`config.mk`:
```
export PLATFORM = sky130hd
export DESIGN_NAME = qcom_cmd_queue
export DESIGN_NICKNAME = d
export VERILOG_FILES = /design/src/rtl/qcom_cmd_queue.sv
export SDC_FILE = /design/constraint.sdc
export NUM_CORES = 1
export LEC_CHECK = 0
export BUFFER_PORTS_ARGS = -buffer_cell sky130_fd_sc_hd__buf_4
export CAP_MARGIN = 10
export CORE_MARGIN = 2
export CORE_UTILIZATION = 40
export CTS_CLUSTER_DIAMETER = 200
export DETAILED_ROUTE_END_ITERATION = 7
export RECOVER_POWER = 25
export SETUP_SLACK_MARGIN = 0.4
export SYNTH_ARGS = -nofsm -noshare
export SYNTH_HDL_FRONTEND = slang
export SYNTH_SLANG_ARGS = --single-unit
```
`constraint.sdc`:
```
create_clock -name c_clk_i -period 5.35 [get_ports c_clk_i]
set_input_delay 0.535 -clock c_clk_i [delete_from_list [all_inputs] [get_ports c_clk_i]]
set_output_delay 0.535 -clock c_clk_i [all_outputs]
set_load 0.1 [all_outputs]
```
`src/rtl/qcom_cmd_queue.sv`:
```
`default_nettype none
// ============================================================================
// Module   : qcom_cmd_queue
// Brief    : FIFO of op+data commands for the QCOM command port. Each entry is
//            presented over a 4-phase req/ack handshake, one at a time.
//            Optional handshake timeout: QCOM_CMD_QUEUE_TIMEOUT_EN.
// Revision : 1.0 - initial release
// ============================================================================
module qcom_cmd_queue #(
   parameter int DEPTH_LOG2  = 3,
   parameter int TIMEOUT_CYC = 1024
) (
   input  logic                  c_clk_i,
   input  logic                  c_rst_ni,
   input  logic                  wr_en_i,
   input  logic [3:0]            wr_op_i,
   input  logic [31:0]           wr_dt_i,
   input  logic                  clr_i,
   output logic                  full_o,
   output logic                  empty_o,
   output logic [DEPTH_LOG2:0]   cnt_o,
   output logic                  ovf_o,
   output logic                  cmd_req_o,
   input  logic                  cmd_ack_i,
   output logic [3:0]            cmd_op_o,
   output logic [31:0]           cmd_dt_o,
   output logic                  busy_o,
   output logic                  tout_o
);

   localparam int                 C_DEPTH    = 1 << DEPTH_LOG2;
   localparam logic [DEPTH_LOG2:0] C_FULL_CNT = (DEPTH_LOG2 + 1)'(C_DEPTH);

   typedef enum logic [1:0] {
      Q_IDLE = 2'd0,
      Q_REQ  = 2'd1,
      Q_WREL = 2'd2
   } state_t;

   state_t                r_state;
   state_t                w_state_nxt;
   logic [35:0]           r_mem [C_DEPTH];
   logic [DEPTH_LOG2-1:0] r_wr_ptr;
   logic [DEPTH_LOG2-1:0] r_rd_ptr;
   logic [DEPTH_LOG2:0]   r_cnt;
   logic                  r_ovf;
   logic                  r_req;
   logic [3:0]            r_op;
   logic [31:0]           r_dt;
   logic                  w_full;
   logic                  w_empty;
   logic                  w_push;
   logic                  w_pop;
   logic                  w_tout_hit;

   assign w_full  = (r_cnt == C_FULL_CNT);
   assign w_empty = (r_cnt == '0);
   // fullness is judged on the registered count, so a pop in the same cycle
   // never makes room for a write
   assign w_push  = wr_en_i && !w_full && !clr_i;

   always_ff @(posedge c_clk_i) begin
      if (w_push) begin
         r_mem[r_wr_ptr] <= {wr_op_i, wr_dt_i};
      end
   end

   always_ff @(posedge c_clk_i or negedge c_rst_ni) begin
      if (!c_rst_ni) begin
         r_wr_ptr <= '0;
         r_rd_ptr <= '0;
         r_cnt    <= '0;
         r_ovf    <= 1'b0;
      end else if (clr_i) begin
         r_wr_ptr <= '0;
         r_rd_ptr <= '0;
         r_cnt    <= '0;
         r_ovf    <= 1'b0;
      end else begin
         if (w_push) begin
            r_wr_ptr <= r_wr_ptr + 1'b1;
         end
         if (w_pop) begin
            r_rd_ptr <= r_rd_ptr + 1'b1;
         end
         case ({w_push, w_pop})
            2'b10:   r_cnt <= r_cnt + 1'b1;
            2'b01:   r_cnt <= r_cnt - 1'b1;
            default: r_cnt <= r_cnt;
         endcase
         if (wr_en_i && w_full) begin
            r_ovf <= 1'b1;
         end
      end
   end

   always_comb begin
      w_state_nxt = r_state;
      w_pop       = 1'b0;
      case (r_state)
         Q_IDLE: begin
            if (!w_empty && !cmd_ack_i) begin
               w_pop       = 1'b1;
               w_state_nxt = Q_REQ;
            end
         end
         Q_REQ: begin
            if (cmd_ack_i) begin
               w_state_nxt = Q_WREL;
            end else if (w_tout_hit) begin
               w_state_nxt = Q_IDLE;
            end
         end
         Q_WREL: begin
            // a sync command keeps ack high until QCOM finishes the sync
            if (!cmd_ack_i) begin
               w_state_nxt = Q_IDLE;
            end
         end
         default: w_state_nxt = Q_IDLE;
      endcase
   end

   always_ff @(posedge c_clk_i or negedge c_rst_ni) begin
      if (!c_rst_ni) begin
         r_state <= Q_IDLE;
         r_req   <= 1'b0;
         r_op    <= '0;
         r_dt    <= '0;
      end else begin
         r_state <= w_state_nxt;
         r_req   <= (w_state_nxt == Q_REQ);
         if (w_pop) begin
            {r_op, r_dt} <= r_mem[r_rd_ptr];
         end
      end
   end

`ifdef QCOM_CMD_QUEUE_TIMEOUT_EN
   logic [15:0] r_tcnt;
   logic        r_tout;

   assign w_tout_hit = (r_tcnt == 16'(TIMEOUT_CYC - 1));

   always_ff @(posedge c_clk_i or negedge c_rst_ni) begin
      if (!c_rst_ni) begin
         r_tcnt <= '0;
         r_tout <= 1'b0;
      end else begin
         r_tcnt <= (r_state == Q_REQ) ? r_tcnt + 16'd1 : 16'd0;
         if (r_state == Q_REQ && !cmd_ack_i && w_tout_hit) begin
            r_tout <= 1'b1;
         end
      end
   end

   assign tout_o = r_tout;
`else
   logic w_unused_tout;

   assign w_unused_tout = (TIMEOUT_CYC == 0);
   assign w_tout_hit    = 1'b0;
   assign tout_o        = 1'b0;
`endif

   assign full_o    = w_full;
   assign empty_o   = w_empty;
   assign cnt_o     = r_cnt;
   assign ovf_o     = r_ovf;
   assign cmd_req_o = r_req;
   assign cmd_op_o  = r_op;
   assign cmd_dt_o  = r_dt;
   assign busy_o    = (r_state != Q_IDLE);

endmodule
`default_nettype wire
```
==> impl_results.html, run 1 <==
<table>
<tr><th>Metric</th><th>Value</th></tr>
<tr><th colspan="2">Status</th></tr>
<tr><td>Run status</td><td>finished clean</td></tr>
<tr><th colspan="2">Pwr</th></tr>
<tr><td>Total power of the final layout</td><td>around 8.3 mW</td></tr>
<tr><td>Static leakage</td><td>4.863 nW</td></tr>
<tr><td>VDD IR-drop max</td><td>between 0.3 and 0.4 mV</td></tr>
<tr><td>Power per cell area</td><td>551.2 nW/µm²</td></tr>
<tr><th colspan="2">Die</th></tr>
<tr><td>Starting density of the core</td><td>40.67%</td></tr>
<tr><td>Die Area</td><td>33620 µm²</td></tr>
<tr><td>I/O pins</td><td>87</td></tr>
<tr><td>X dimension of the die</td><td>about 180 µm</td></tr>
<tr><td>Core region area</td><td>31640 µm²</td></tr>
<tr><td>Placement row count</td><td>65</td></tr>
<tr><td>Die span in y</td><td>183.4 µm</td></tr>
<tr><th colspan="2">Cells and area</th></tr>
<tr><td>Layout area overhead</td><td>16.47%</td></tr>
<tr><td>Commonest non-fill, non-tap cell in the layout</td><td>sky130_fd_sc_hd__edfxtp_1</td></tr>
<tr><td>Net count, final</td><td>770</td></tr>
<tr><td>Fraction of layout cells with a size suffix above 1</td><td>roughly 28%</td></tr>
<tr><td>Non-filler instance count after layout</td><td>1154</td></tr>
<tr><td>Most frequent cells in the layout</td><td>288 x sky130_fd_sc_hd__edfxtp_1, 73 x sky130_fd_sc_hd__buf_4, 72 x sky130_fd_sc_hd__mux4_2</td></tr>
<tr><td>Final instance area</td><td>14990 µm²</td></tr>
<tr><td>Layout fillers</td><td>2645</td></tr>
<tr><th colspan="2">Critical path</th></tr>
<tr><td>CP endpoint kind</td><td>flop</td></tr>
<tr><td>FF-to-FF path depth</td><td>8</td></tr>
<tr><td>Highest fanout seen on the critical path</td><td>roughly 80</td></tr>
<tr><td>CP arrival</td><td>3.58 ns</td></tr>
<tr><td>Delay of the slowest cell on the worst path</td><td>~0.87 ns</td></tr>
<tr><td>Type of the worst setup path</td><td>reg -&gt; reg</td></tr>
<tr><td>Critical-path top delay cell</td><td>sky130_fd_sc_hd__and2_4</td></tr>
<tr><td>Crit path launch type</td><td>flop</td></tr>
<tr><td>Slack of the worst reg-to-reg path</td><td>2.16 ns</td></tr>
<tr><td>Reg-to-reg startpoint</td><td>r_state[1]$_DFF_PN0_</td></tr>
<tr><td>Required time at the endpoint of the critical path</td><td>5.74 ns</td></tr>
<tr><td>Endpoint of the worst-slack reg-to-reg timing path</td><td>cnt_o[3]$_DFFE_PN0P_</td></tr>
<tr><td>Critical path, cell by cell</td><td>nor3_1 &gt; and2_4 &gt; and2_1 &gt; ha_1 &gt; a31oi_1 &gt; and3_1 &gt; mux2i_1 &gt; mux2_1</td></tr>
<tr><th colspan="2">STA</th></tr>
<tr><td>Slew Viols, Final</td><td>0</td></tr>
<tr><td>Highest achievable clock rate</td><td>313.6 MHz</td></tr>
<tr><td>Pin slew with the least headroom to its limit</td><td>1.174 ns</td></tr>
<tr><td>Worst relative slew slack</td><td>between 20% and 30%</td></tr>
<tr><td>Summed negative setup slack over all endpoints</td><td>0 ns</td></tr>
<tr><td>Crit path time final</td><td>roughly 3.2 ns</td></tr>
<tr><td>Portion of the clock cycle consumed by the worst path in the final layout</td><td>59.61%</td></tr>
<tr><td>Post-route clock skew</td><td>between 0.015 and 0.02 ns</td></tr>
<tr><td>Setup slack after layout</td><td>2.161 ns</td></tr>
<tr><td>RSZ-0062 raised after global routing</td><td>no</td></tr>
<tr><td>Hold violation count in the final report</td><td>0</td></tr>
<tr><td>Number of setup violations in the final report</td><td>0</td></tr>
<tr><th colspan="2">CTS</th></tr>
<tr><td>Clock insertion delay at the later pin of the skew report</td><td>0.51 ns</td></tr>
<tr><td>Buffers inserted during post-CTS setup optimization</td><td>0</td></tr>
<tr><td>H-tree depth</td><td>2</td></tr>
<tr><td>CTS Hold Bufs</td><td>0</td></tr>
<tr><td>Clock-pin slew on the worst setup and hold paths</td><td>0.06 ns</td></tr>
<tr><td>Total clock buffers created by CTS</td><td>36</td></tr>
<tr><td>Number of instances resized during post-cts repair</td><td>0</td></tr>
<tr><td>CTS root buffer</td><td>sky130_fd_sc_hd__clkbuf_16</td></tr>
<tr><td>Clock tree from TritonCTS</td><td>done</td></tr>
<tr><td>Total number of clock tree sinks</td><td>338</td></tr>
<tr><td>Maximum clock insertion buffer count</td><td>3</td></tr>
<tr><th colspan="2">Route</th></tr>
<tr><td>Post-DR wirelength/cell</td><td>22.08 µm</td></tr>
<tr><td>Via Count</td><td>around 6000</td></tr>
<tr><td>Number of design rule violations left after detail routing</td><td>0</td></tr>
<tr><td>DR vias/cell</td><td>5.214</td></tr>
<tr><td>Drt initial violations</td><td>272</td></tr>
<tr><td>Iteration count of the initial detailed-routing pass</td><td>4</td></tr>
<tr><td>Routed Antenna Nets</td><td>0</td></tr>
<tr><td>Total Routed Length</td><td>25480 µm</td></tr>
<tr><th colspan="2">Flow run</th></tr>
<tr><td>Max Cap Violations</td><td>0</td></tr>
<tr><th colspan="2">Placed design</th></tr>
<tr><td>Placed inst area</td><td>between 10000 and 15000 µm²</td></tr>
<tr><td>HPWL after DPL</td><td>between 10000 and 15000 µm</td></tr>
<tr><td>Port-buffer cells</td><td>85</td></tr>
<tr><td>Cells after DPL</td><td>1089</td></tr>
<tr><td>Routability congestion estimate</td><td>about 0.7</td></tr>
<tr><td>Post-placement setup slack</td><td>around 2.0 ns</td></tr>
<tr><th colspan="2">Yosys</th></tr>
<tr><td>Share of the yosys chip area belonging to registers</td><td>between 70% and 80%</td></tr>
<tr><td>Number of distinct library cells after synthesis</td><td>30</td></tr>
<tr><td>Post-Syn Nets</td><td>664</td></tr>
<tr><td>Main synth FF type</td><td>sky130_fd_sc_hd__edfxtp_1</td></tr>
<tr><td>Proportion of register bits with asynchronous set or reset after synthesis</td><td>14.79%</td></tr>
<tr><td>Synth Warn #</td><td>0</td></tr>
<tr><td>Synthesized instance count</td><td>619</td></tr>
<tr><td>Area contributors post-synth</td><td>sky130_fd_sc_hd__edfxtp_1 67%, sky130_fd_sc_hd__mux4_2 13%, sky130_fd_sc_hd__dfrtp_1 9.7%</td></tr>
<tr><td>Cell type with the highest aggregate area in the netlist</td><td>sky130_fd_sc_hd__edfxtp_1</td></tr>
<tr><td>Mean instance size in the synthesized netlist</td><td>20.79 µm²</td></tr>
<tr><td>EDFF count, synth</td><td>288</td></tr>
<tr><td>Fraction of post-synthesis cell area in the top cell type by area</td><td>67.21%</td></tr>
<tr><td>Register bit total from synthesis</td><td>338</td></tr>
<tr><td>Cell area after synthesis</td><td>12870 µm²</td></tr>
<tr><th colspan="2">Global route</th></tr>
<tr><td>All-Layer GR Usage</td><td>roughly 16%</td></tr>
<tr><td>Antenna violations before repair</td><td>2</td></tr>
<tr><td>Remaining global-route overflow</td><td>0</td></tr>
<tr><td>Maximum number of pins on one net before global-route repair</td><td>79</td></tr>
<tr><td>First-pass GRT wire length</td><td>38550 µm</td></tr>
<tr><td>Vias in the first global route</td><td>6406</td></tr>
<tr><th colspan="2">Min path</th></tr>
<tr><td>Tightest Hold Check Type</td><td>in -&gt; async</td></tr>
</table>
[cells in the mapped netlist (all sizes together) (4+ instances only)]
cell type  number
xor2            4
mux2i          41
nor3            7
nor2           53
nand2b          4
buf            19
ha              4
edfxtp        288
mux4           72
dfrtp          50
clkbuf         14
a21oi          38
xnor2           5
[sequential cells by signal, indices dropped and copies added, names as in the netlist]
register	cells
ovf_o	1
cmd_op_o	4
r_state	2
r_wr_ptr	3
r_mem	288
cmd_req_o	1
cmd_dt_o	32
r_rd_ptr	3
cnt_o	4
[area by class of cell]
cell class              instances  area, µm²  share of cell area, %
inverters                       2      7.507                0.05009
multi-input cells             246       2821                  18.83
diodes                          1      2.502                0.01670
well taps                     402      503.0                  3.356
flip-flops and latches        338       9908                  66.11
repair buffers                101      653.1                  4.358
clock inverters                10      62.56                 0.4174
clock buffers                  54       1028                  6.863
[stage by stage]
stage	hold WS, ns	utilization [%]
detailed placement	0.5216	44.25
floorplan	0.2394	-
CTS	0.1424	47.70
finish	0.1202	47.37
global route	0.1666	47.36
global placement	0.4992	44.25
[power by group]
| group | internal (mW) | switching [mW] | total (mW) | leakage, nW |
|---|---|---|---|---|
| registers | 3.10 | 0.293 | 3.40 | 3.18 |
| logic | 0.798 | 1.79 | 2.58 | 1.14 |
| clock network | 1.33 | 0.949 | 2.28 | 0.539 |
[how the worst max path moves through the flow]
stage	start	slack, ns	endpoint	cells past startpoint
final	r_state[1]$_DFF_PN0_	2.16	cnt_o[3]$_DFFE_PN0P_	8
after global routing	r_state[1]$_DFF_PN0_	1.93	cnt_o[3]$_DFFE_PN0P_	8
after CTS	cnt_o[1]$_DFFE_PN0P_	2.13	cnt_o[3]$_DFFE_PN0P_	8
after detailed placement	cmd_ack_i	1.96	cnt_o[3]$_DFFE_PN0P_	9
after global placement	cmd_ack_i	2.05	cnt_o[3]$_DFFE_PN0P_	9
after floorplan	cnt_o[0]$_DFFE_PN0P_	0.49	r_mem[2][0]$_DFFE_PP_	3
[layer usage]
metal	part of all wire, %	global-route usage, %	up-vias	wire (µm)
li1	-	-	2692	-
met1	43	20.39	3136	10980
met2	50	26.59	144	12660
met3	5.1	3.058	43	1296
met4	2.1	4.416	2	528
met5	0.051	0	-	13
[worst max-delay path: cells and delay by family, from the launching register on]
kind            cells  cell delay [ns]
simple gates        4             1.70
compound gates      1             0.23
mux                 2             0.44
flops               1             0.42
fa+ha+maj           1             0.28
[cell families (layout without fill, tap and decap cells)]
kind of cell               count (synthesis)  in the layout  synth area share, %
adders and majority gates                  4              4               0.3890
muxes                                    114            114                15.88
AOI/OAI and AO/OA                         41             41                1.643
other                                      1              2              0.02914
buffers and inverters                     35            167                1.585
xor gates and xnor gates                   9              9               0.7584
and+or+nand+nor                           77             77                2.781
DFF                                      338            338                76.94
Power figures use the tool's default switching activity.
==> run 2, diff against run 1 <==
--- a/config.mk
+++ b/config.mk
@@ -5,6 +5,7 @@
 export SDC_FILE = /design/constraint.sdc
 export NUM_CORES = 1
 export LEC_CHECK = 0
+export ABC_AREA = 1
 export BUFFER_PORTS_ARGS = -buffer_cell sky130_fd_sc_hd__buf_4
 export CAP_MARGIN = 10
 export CORE_MARGIN = 2
==> constraint.sdc (replaced) <==
create_clock -name c_clk_i -period 2.65 [get_ports c_clk_i]
set_input_delay 0.265 -clock c_clk_i [delete_from_list [all_inputs] [get_ports c_clk_i]]
set_output_delay 0.265 -clock c_clk_i [all_outputs]
set_load 0.1 [all_outputs]
==> run 2 against run 1 <==
  * Setup slack lost 1.6 ns
  * Sequential power grew 91%
  * Utilization grew 1.3 points
  * Register-to-register slack lost 1.6 ns
  * Power grew 110%
  * Highest routed layer is now met4
==> impl_results.html, run 2 <==
<table>
<tr><th>Metric</th><th>Value</th></tr>
<tr><th colspan="2">CTS</th></tr>
<tr><td>Total clock buffers created by CTS</td><td>35</td></tr>
<tr><td>Clock insertion delay at the later pin of the skew report</td><td>0.50 ns</td></tr>
<tr><td>Clock tree from TritonCTS</td><td>done</td></tr>
<tr><td>H-tree depth</td><td>2</td></tr>
<tr><td>Maximum clock insertion buffer count</td><td>3</td></tr>
<tr><td>CTS root buffer</td><td>sky130_fd_sc_hd__clkbuf_16</td></tr>
<tr><td>Total number of clock tree sinks</td><td>approximately 340</td></tr>
<tr><td>Clock-pin slew on the worst setup and hold paths</td><td>0.06 ns</td></tr>
<tr><th colspan="2">STA</th></tr>
<tr><td>Slew Viols, Final</td><td>0</td></tr>
<tr><td>Pin slew with the least headroom to its limit</td><td>0.8111 ns</td></tr>
<tr><td>RSZ-0062 raised after global routing</td><td>no</td></tr>
<tr><td>Number of setup violations in the final report</td><td>0</td></tr>
<tr><td>Summed negative setup slack over all endpoints</td><td>0 ns</td></tr>
<tr><td>Setup slack after layout</td><td>0.5755 ns</td></tr>
<tr><td>Worst relative slew slack</td><td>between 40 and 50%</td></tr>
<tr><td>Crit path time final</td><td>2.074 ns</td></tr>
<tr><td>Hold violation count in the final report</td><td>0</td></tr>
<tr><td>Highest achievable clock rate</td><td>482.0 MHz</td></tr>
<tr><td>Post-route clock skew</td><td>0.006650 ns</td></tr>
<tr><td>Portion of the clock cycle consumed by the worst path in the final layout</td><td>78.28%</td></tr>
<tr><th colspan="2">Yosys</th></tr>
<tr><td>Register bit total from synthesis</td><td>338</td></tr>
<tr><td>Commonest cells in the netlist</td><td>288 x sky130_fd_sc_hd__edfxtp_1, 157 x sky130_fd_sc_hd__nor2_1, 135 x sky130_fd_sc_hd__o21ai_0</td></tr>
<tr><td>Fraction of post-synthesis cell area in the top cell type by area</td><td>66.03%</td></tr>
<tr><td>Number of distinct library cells after synthesis</td><td>33</td></tr>
<tr><td>Most common cell in the netlist</td><td>sky130_fd_sc_hd__edfxtp_1</td></tr>
<tr><td>Synthesized instance count</td><td>just under 1000</td></tr>
<tr><td>EDFF count, synth</td><td>about 290</td></tr>
<tr><td>Synth Warn #</td><td>0</td></tr>
<tr><td>Proportion of register bits with asynchronous set or reset after synthesis</td><td>14.79%</td></tr>
<tr><td>Mean instance size in the synthesized netlist</td><td>13.49 µm²</td></tr>
<tr><td>Main synth FF type</td><td>sky130_fd_sc_hd__edfxtp_1</td></tr>
<tr><td>Post-Syn Nets</td><td>just over 1000</td></tr>
<tr><td>Area contributors post-synth</td><td>sky130_fd_sc_hd__edfxtp_1 66%, sky130_fd_sc_hd__dfrtp_1 9.6%, sky130_fd_sc_hd__o21ai_0 5.2%</td></tr>
<tr><td>Cell type with the highest aggregate area in the netlist</td><td>sky130_fd_sc_hd__edfxtp_1</td></tr>
<tr><td>Cell area after synthesis</td><td>13100 µm²</td></tr>
<tr><td>Share of the yosys chip area belonging to registers</td><td>75.58%</td></tr>
<tr><th colspan="2">Critical path</th></tr>
<tr><td>Slack of the worst reg-to-reg path</td><td>0.58 ns</td></tr>
<tr><td>Endpoint of the worst-slack reg-to-reg timing path</td><td>r_mem[3][35]$_DFFE_PP_</td></tr>
<tr><td>CP endpoint kind</td><td>flop</td></tr>
<tr><td>Crit path capture</td><td>r_mem[3][35]$_DFFE_PP_</td></tr>
<tr><td>FF-to-FF path depth</td><td>8</td></tr>
<tr><td>Type of the worst setup path</td><td>reg -&gt; reg</td></tr>
<tr><td>Crit path from</td><td>cnt_o[3]$_DFFE_PN0P_</td></tr>
<tr><td>Crit path launch type</td><td>flop</td></tr>
<tr><td>Reg-to-reg startpoint</td><td>cnt_o[3]$_DFFE_PN0P_</td></tr>
<tr><td>Highest fanout seen on the critical path</td><td>26</td></tr>
<tr><td>CP arrival</td><td>2.22 ns</td></tr>
<tr><td>Required time at the endpoint of the critical path</td><td>2.80 ns</td></tr>
<tr><th colspan="2">Route</th></tr>
<tr><td>Total Routed Length</td><td>a little under 30000 µm</td></tr>
<tr><td>Number of design rule violations left after detail routing</td><td>0</td></tr>
<tr><td>Via Count</td><td>just over 8000</td></tr>
<tr><td>DR vias/cell</td><td>between 5 and 6</td></tr>
<tr><td>Drt initial violations</td><td>between 600 and 700</td></tr>
<tr><td>Routed Antenna Nets</td><td>0</td></tr>
<tr><td>Post-DR wirelength/cell</td><td>18.97 µm</td></tr>
<tr><td>Iteration count of the initial detailed-routing pass</td><td>5</td></tr>
<tr><th colspan="2">Status</th></tr>
<tr><td>Run status</td><td>finished clean</td></tr>
<tr><th colspan="2">Placed design</th></tr>
<tr><td>Post-placement setup slack</td><td>0.4877 ns</td></tr>
<tr><td>HPWL after DPL</td><td>16450 µm</td></tr>
<tr><td>Port-buffer cells</td><td>85</td></tr>
<tr><td>Routability congestion estimate</td><td>0.7468</td></tr>
<tr><th colspan="2">Pwr</th></tr>
<tr><td>VDD IR-drop max</td><td>0.6906 mV</td></tr>
<tr><td>Static leakage</td><td>about 5.6 nW</td></tr>
<tr><td>Power per cell area</td><td>roughly 1100 nW/µm²</td></tr>
<tr><th colspan="2">Flow run</th></tr>
<tr><td>Max Cap Violations</td><td>0</td></tr>
<tr><th colspan="2">Global route</th></tr>
<tr><td>Vias in the first global route</td><td>approximately 8100</td></tr>
<tr><td>All-Layer GR Usage</td><td>17.48%</td></tr>
<tr><td>Maximum number of pins on one net before global-route repair</td><td>148</td></tr>
<tr><td>Remaining global-route overflow</td><td>0</td></tr>
<tr><td>Antenna violations before repair</td><td>1</td></tr>
<tr><td>First-pass GRT wire length</td><td>about 46000 µm</td></tr>
<tr><th colspan="2">Die</th></tr>
<tr><td>X dimension of the die</td><td>about 180 µm</td></tr>
<tr><td>Placement row count</td><td>66</td></tr>
<tr><td>Die Area</td><td>34210 µm²</td></tr>
<tr><td>Core region area</td><td>32370 µm²</td></tr>
<tr><td>I/O pins</td><td>87</td></tr>
<tr><td>Die span in y</td><td>185.0 µm</td></tr>
<tr><td>Starting density of the core</td><td>between 40 and 50%</td></tr>
<tr><th colspan="2">Cells and area</th></tr>
<tr><td>Final core area utilization</td><td>between 40% and 50%</td></tr>
<tr><td>Commonest non-fill, non-tap cell in the layout</td><td>sky130_fd_sc_hd__edfxtp_1</td></tr>
<tr><td>Area taken by multi-input logic gates</td><td>2863 µm²</td></tr>
<tr><td>Max FFs per register</td><td>roughly 290</td></tr>
<tr><td>Most frequent cells in the layout</td><td>288 x sky130_fd_sc_hd__edfxtp_1, 149 x sky130_fd_sc_hd__nor2_1, 135 x sky130_fd_sc_hd__o21ai_0</td></tr>
<tr><td>Net count, final</td><td>roughly 1100</td></tr>
<tr><td>Layout fillers</td><td>2878</td></tr>
<tr><td>Register area</td><td>9921 µm²</td></tr>
<tr><td>Fraction of layout cells with a size suffix above 1</td><td>16.16%</td></tr>
<tr><td>Layout area overhead</td><td>20.36%</td></tr>
<tr><td>Largest Register</td><td>r_mem</td></tr>
<tr><th colspan="2">Min path</th></tr>
<tr><td>Tightest Hold Check Type</td><td>in -&gt; reg</td></tr>
</table>
## run 2: cell count changes in the layout (fill, tap and decap cells not counted), moves of 16 or more
cell	before	now
sky130_fd_sc_hd__a21oi_1	38	5
sky130_fd_sc_hd__nor2_1	50	149
sky130_fd_sc_hd__o21ai_1	0	16
sky130_fd_sc_hd__nand2_1	3	95
sky130_fd_sc_hd__mux2i_1	41	0
sky130_fd_sc_hd__mux4_2	72	0
sky130_fd_sc_hd__o21ai_0	0	135
sky130_fd_sc_hd__o221ai_1	0	63
sky130_fd_sc_hd__dlygate4sd3_1	0	34
sky130_fd_sc_hd__nand3_1	0	31
## run 2: worst min path at each step
stage                startpoint                        to  slack [ns]  cells after the start
CTS                 wr_dt_i[11]    r_mem[4][11]$_DFFE_PP_       0.002                      1
global route            wr_en_i         ovf_o$_DFFE_PN0P_        0.04                      3
global placement       c_rst_ni  cmd_dt_o[16]$_DFFE_PN0P_        0.39                      1
floorplan              c_rst_ni   cmd_dt_o[0]$_DFFE_PN0P_       -0.03                      0
detailed placement     c_rst_ni  cmd_dt_o[16]$_DFFE_PN0P_        0.39                      1
finish                  wr_en_i         ovf_o$_DFFE_PN0P_        0.04                      3
## run 2: what timing repair did
action | CTS | global route
hold buffers | 34 | 0
endpoints found under the hold margin | 301 | 0
resized for setup | 0 | 3
endpoints found under the setup margin | 0 | 98
buffers inserted | 0 | 1
## run 2: cell type report
cell class / count / area share [%]
Multi-Input combinational cell: 546 / 18.16
Timing Repair Buffer: 150 / 7.818
Inverter: 24 / 0.5953
Antenna cell: 1 / 0.01587
Tap cell: 442 / 3.508
Clock inverter: 16 / 0.8175
Sequential cell: 338 / 62.93
Clock buffer: 46 / 6.151
## run 2: power breakdown
group	leakage [nW]	internal (mW)	switching (mW)
logic	1.81	1.35	4.59
clock network	0.538	2.77	1.93
registers	3.22	6.25	0.242
total	5.57	10.4	6.76
## run 2: cells by family after synthesis
logic type | share of synthesized area [%]
adders and majority gates | 0.3821
other | 0.02863
xor gates and xnor gates | 0.06688
and+or+nand+nor | 9.505
AOI/OAI and AO/OA | 11.22
DFF | 75.58
buffers and inverters | 3.210
## run 2: routing by layer
| layer | vias to the layer above | track usage (%) | routed length, µm |
|---|---|---|---|
| met5 | - | 0 | 0 |
| met4 | 0 | 4.762 | 473 |
| met3 | 38 | 2.910 | 1410 |
| met2 | 211 | 27.63 | 13670 |
| met1 | 4125 | 25.14 | 14100 |
| li1 | 3851 | - | - |
## run 2: worst max-delay path: stages (launching register included)
cell and delay, ns:
sky130_fd_sc_hd__dfrtp_4 0.49, sky130_fd_sc_hd__inv_2 0.08, sky130_fd_sc_hd__nor2_1 0.04, sky130_fd_sc_hd__nand2_1 0.13, sky130_fd_sc_hd__nand3_2 0.15, sky130_fd_sc_hd__inv_1 0.19, sky130_fd_sc_hd__nand2_4 0.12, sky130_fd_sc_hd__nor2_4 0.11
sky130_fd_sc_hd__buf_4 0.39
## run 2: metrics by stage
stage / hold slack, ns / area (µm²) / power, mW / cells
after global placement: 0.3869 / 14380 / 12.46 / 1465
after CTS: 0.001758 / 15820 / 17.31 / 1561
final: 0.04418 / 15760 / 17.12 / 1563
after global routing: 0.04271 / 15760 / 17.92 / 1563
after floorplan: -0.03059 / 13200 / 11.10 / 971
after detailed placement: 0.3939 / 14380 / 12.54 / 1465
==> run 3, diff against run 2 <==
==> constraint.sdc (replaced) <==
create_clock -name c_clk_i -period 1.9 [get_ports c_clk_i]
set_input_delay 0.19 -clock c_clk_i [delete_from_list [all_inputs] [get_ports c_clk_i]]
set_output_delay 0.19 -clock c_clk_i [all_outputs]
set_load 0.1 [all_outputs]
==> run 3 against run 2 <==
  * Cell area is 12% higher
  * Sequential share of layout area down 6.8 points
  * Wire length up 16%
  * Combinational power is 79% higher
  * Global-route usage increased by 0.61 points
  * Register-to-register slack got worse by 0.55 ns
  * Non-clock buffer count rose by 76
  * Sequential power increased by 41%
  * First-iteration DRC count is 20% higher
  * Critical path depth is 2 higher
  * Highest routed layer unchanged
  * Clock power is 49% higher
==> impl_results.html, run 3 (synthesis results as in run 2) <==
<table>
<tr><th>Metric</th><th>Value</th></tr>
<tr><th colspan="2">CTS</th></tr>
<tr><td>Clock tree from TritonCTS</td><td>done</td></tr>
<tr><td>CTS root buffer</td><td>sky130_fd_sc_hd__clkbuf_16</td></tr>
<tr><td>Clock insertion delay at the later pin of the skew report</td><td>about 0.52 ns</td></tr>
<tr><td>Total number of clock tree sinks</td><td>338</td></tr>
<tr><td>Total clock buffers created by CTS</td><td>36</td></tr>
<tr><td>Clock-pin slew on the worst setup and hold paths</td><td>0.06 ns</td></tr>
<tr><td>H-tree depth</td><td>2</td></tr>
<tr><td>Maximum clock insertion buffer count</td><td>3</td></tr>
<tr><th colspan="2">Critical path</th></tr>
<tr><td>CP endpoint kind</td><td>flop</td></tr>
<tr><td>Crit path launch type</td><td>flop</td></tr>
<tr><td>Critical path, cell by cell</td><td>inv_4 &gt; nor2_4 &gt; nand2_2 &gt; nand3_4 &gt; inv_6 &gt; nand2_8 &gt; buf_12 &gt; nor2_4 &gt; buf_4 &gt; buf_12</td></tr>
<tr><td>Delay of the slowest cell on the worst path</td><td>0.49 ns</td></tr>
<tr><td>Highest fanout seen on the critical path</td><td>12</td></tr>
<tr><td>Required time at the endpoint of the critical path</td><td>2.12 ns</td></tr>
<tr><td>Type of the worst setup path</td><td>reg -&gt; reg</td></tr>
<tr><td>CP arrival</td><td>2.09 ns</td></tr>
<tr><td>Slack of the worst reg-to-reg path</td><td>0.03 ns</td></tr>
<tr><td>Critical-path top delay cell</td><td>sky130_fd_sc_hd__dfrtp_4</td></tr>
<tr><th colspan="2">Cells and area</th></tr>
<tr><td>Layout area overhead</td><td>34.97%</td></tr>
<tr><td>Most frequent cells in the layout</td><td>288 x sky130_fd_sc_hd__edfxtp_1, 144 x sky130_fd_sc_hd__nor2_1, 129 x sky130_fd_sc_hd__o21ai_0</td></tr>
<tr><td>Max FFs per register</td><td>288</td></tr>
<tr><td>Non-filler instance count after layout</td><td>about 1600</td></tr>
<tr><td>Final instance area</td><td>17680 µm²</td></tr>
<tr><td>Fraction of layout cells with a size suffix above 1</td><td>27.42%</td></tr>
<tr><td>Largest Register</td><td>r_mem</td></tr>
<tr><td>Commonest non-fill, non-tap cell in the layout</td><td>sky130_fd_sc_hd__edfxtp_1</td></tr>
<tr><td>Net count, final</td><td>1217</td></tr>
<tr><td>Antenna cell count</td><td>0</td></tr>
<tr><td>Final core area utilization</td><td>54.61%</td></tr>
<tr><th colspan="2">Die</th></tr>
<tr><td>Die Area</td><td>34210 µm²</td></tr>
<tr><td>Die span in y</td><td>185.0 µm</td></tr>
<tr><td>Core region area</td><td>32370 µm²</td></tr>
<tr><td>Placement row count</td><td>66</td></tr>
<tr><td>I/O pins</td><td>87</td></tr>
<tr><td>X dimension of the die</td><td>185.0 µm</td></tr>
<tr><td>Starting density of the core</td><td>40.46%</td></tr>
<tr><th colspan="2">Route</th></tr>
<tr><td>Routed Antenna Nets</td><td>0</td></tr>
<tr><td>Iteration count of the initial detailed-routing pass</td><td>5</td></tr>
<tr><td>Total Routed Length</td><td>34340 µm</td></tr>
<tr><td>Post-DR wirelength/cell</td><td>between 20 and 25 µm</td></tr>
<tr><td>Via Count</td><td>about 9000</td></tr>
<tr><td>Drt initial violations</td><td>about 820</td></tr>
<tr><td>Number of design rule violations left after detail routing</td><td>0</td></tr>
<tr><td>DR vias/cell</td><td>5.327</td></tr>
<tr><th colspan="2">Placed design</th></tr>
<tr><td>Post-placement setup slack</td><td>-0.02251 ns</td></tr>
<tr><td>HPWL after DPL</td><td>17810 µm</td></tr>
<tr><td>Placed inst area</td><td>14630 µm²</td></tr>
<tr><td>Port-buffer cells</td><td>85</td></tr>
<tr><td>Cells after DPL</td><td>between 1000 and 1500</td></tr>
<tr><td>Routability congestion estimate</td><td>roughly 0.79</td></tr>
<tr><th colspan="2">Pwr</th></tr>
<tr><td>Static leakage</td><td>6.255 nW</td></tr>
<tr><td>Total power of the final layout</td><td>26.76 mW</td></tr>
<tr><td>VDD IR-drop max</td><td>approximately 1.2 mV</td></tr>
<tr><td>Power per cell area</td><td>1514 nW/µm²</td></tr>
<tr><th colspan="2">Status</th></tr>
<tr><td>Run status</td><td>finished clean</td></tr>
<tr><th colspan="2">STA</th></tr>
<tr><td>Setup slack after layout</td><td>between 0.02 and 0.03 ns</td></tr>
<tr><td>Post-route clock skew</td><td>0.01110 ns</td></tr>
<tr><td>RSZ-0062 raised after global routing</td><td>yes</td></tr>
<tr><td>Crit path time final</td><td>1.871 ns</td></tr>
<tr><td>Highest achievable clock rate</td><td>534.5 MHz</td></tr>
<tr><td>Summed negative setup slack over all endpoints</td><td>0 ns</td></tr>
<tr><td>Worst hold margin</td><td>0.1058 ns</td></tr>
<tr><td>Slew Viols, Final</td><td>0</td></tr>
<tr><td>Hold violation count in the final report</td><td>0</td></tr>
<tr><td>Pin slew with the least headroom to its limit</td><td>1.003 ns</td></tr>
<tr><td>Number of setup violations in the final report</td><td>0</td></tr>
<tr><td>Portion of the clock cycle consumed by the worst path in the final layout</td><td>98.47%</td></tr>
<tr><td>Worst relative slew slack</td><td>33.15%</td></tr>
<tr><th colspan="2">Global route</th></tr>
<tr><td>First-pass GRT wire length</td><td>around 47000 µm</td></tr>
<tr><td>All-Layer GR Usage</td><td>18.09%</td></tr>
<tr><td>Maximum number of pins on one net before global-route repair</td><td>76</td></tr>
<tr><td>Remaining global-route overflow</td><td>0</td></tr>
<tr><td>Antenna violations before repair</td><td>0</td></tr>
<tr><td>Vias in the first global route</td><td>just over 8000</td></tr>
<tr><th colspan="2">Min path</th></tr>
<tr><td>Tightest Hold Check Type</td><td>in -&gt; reg</td></tr>
<tr><th colspan="2">Flow run</th></tr>
<tr><td>Max Cap Violations</td><td>0</td></tr>
</table>
## run 3: worst paths after layout
| check | from | to | cells past startpoint |
|---|---|---|---|
| worst min register to register | cmd_dt_o[12]$_DFFE_PN0P_ | cmd_dt_o[12]$_DFFE_PN0P_ | 2 |
| worst max register to register | cnt_o[3]$_DFFE_PN0P_ | r_mem[3][28]$_DFFE_PP_ | 10 |
| worst min-delay path | clr_i | r_wr_ptr[1]$_DFFE_PN0P_ | 4 |
| worst max-delay path | cnt_o[3]$_DFFE_PN0P_ | r_mem[3][28]$_DFFE_PP_ | 10 |
| max in group asynchronous | c_rst_ni | cmd_dt_o[20]$_DFFE_PN0P_ | 3 |
| min in group asynchronous | c_rst_ni | cmd_dt_o[16]$_DFFE_PN0P_ | 2 |
## run 3: where the power goes
part	switching (mW)	leakage [nW]	internal (mW)	total, mW
Combinational	7.35	2.45	3.29	10.6
Clock	2.85	0.577	4.15	7.00
Sequential	0.416	3.22	8.71	9.13
## run 3: metal layers
metal / vias up / share of wire, % / track usage, %
met1: 4397 / 45 / 26.74
met2: 307 / 47 / 27.94
met3: 36 / 6.3 / 2.969
met4: 0 / 1.3 / 4.698
li1: 4007 / - / -
met5: - / 0 / 0
## run 3: timing repair
item / 4_1_cts / 5_1_grt
pin swaps: 3 / 26
endpoints found under the setup margin: 333 / 337
resized for setup: 32 / 144
endpoints found under the hold margin: 328 / 0
cloned: 5 / 12
buffers inserted: 25 / 18
hold buffers: 41 / 0
## run 3: layout make-up
class | instances | area [µm²]
fillers | 2667 | 14690
flip-flops and latches | 338 | 9921
multi-input cells | 546 | 3346
repair buffers | 226 | 2539
clock buffers | 44 | 952.2
well taps | 442 | 553.0
clock inverters | 22 | 231.5
inverters | 24 | 136.4
## run 3: worst max-delay path: cells and delay by family (launching register included)
kind,cells,cell delay (ns)
buffers and inverters,5,0.63
AND/OR/NAND/NOR,5,0.45
flip-flops,1,0.49
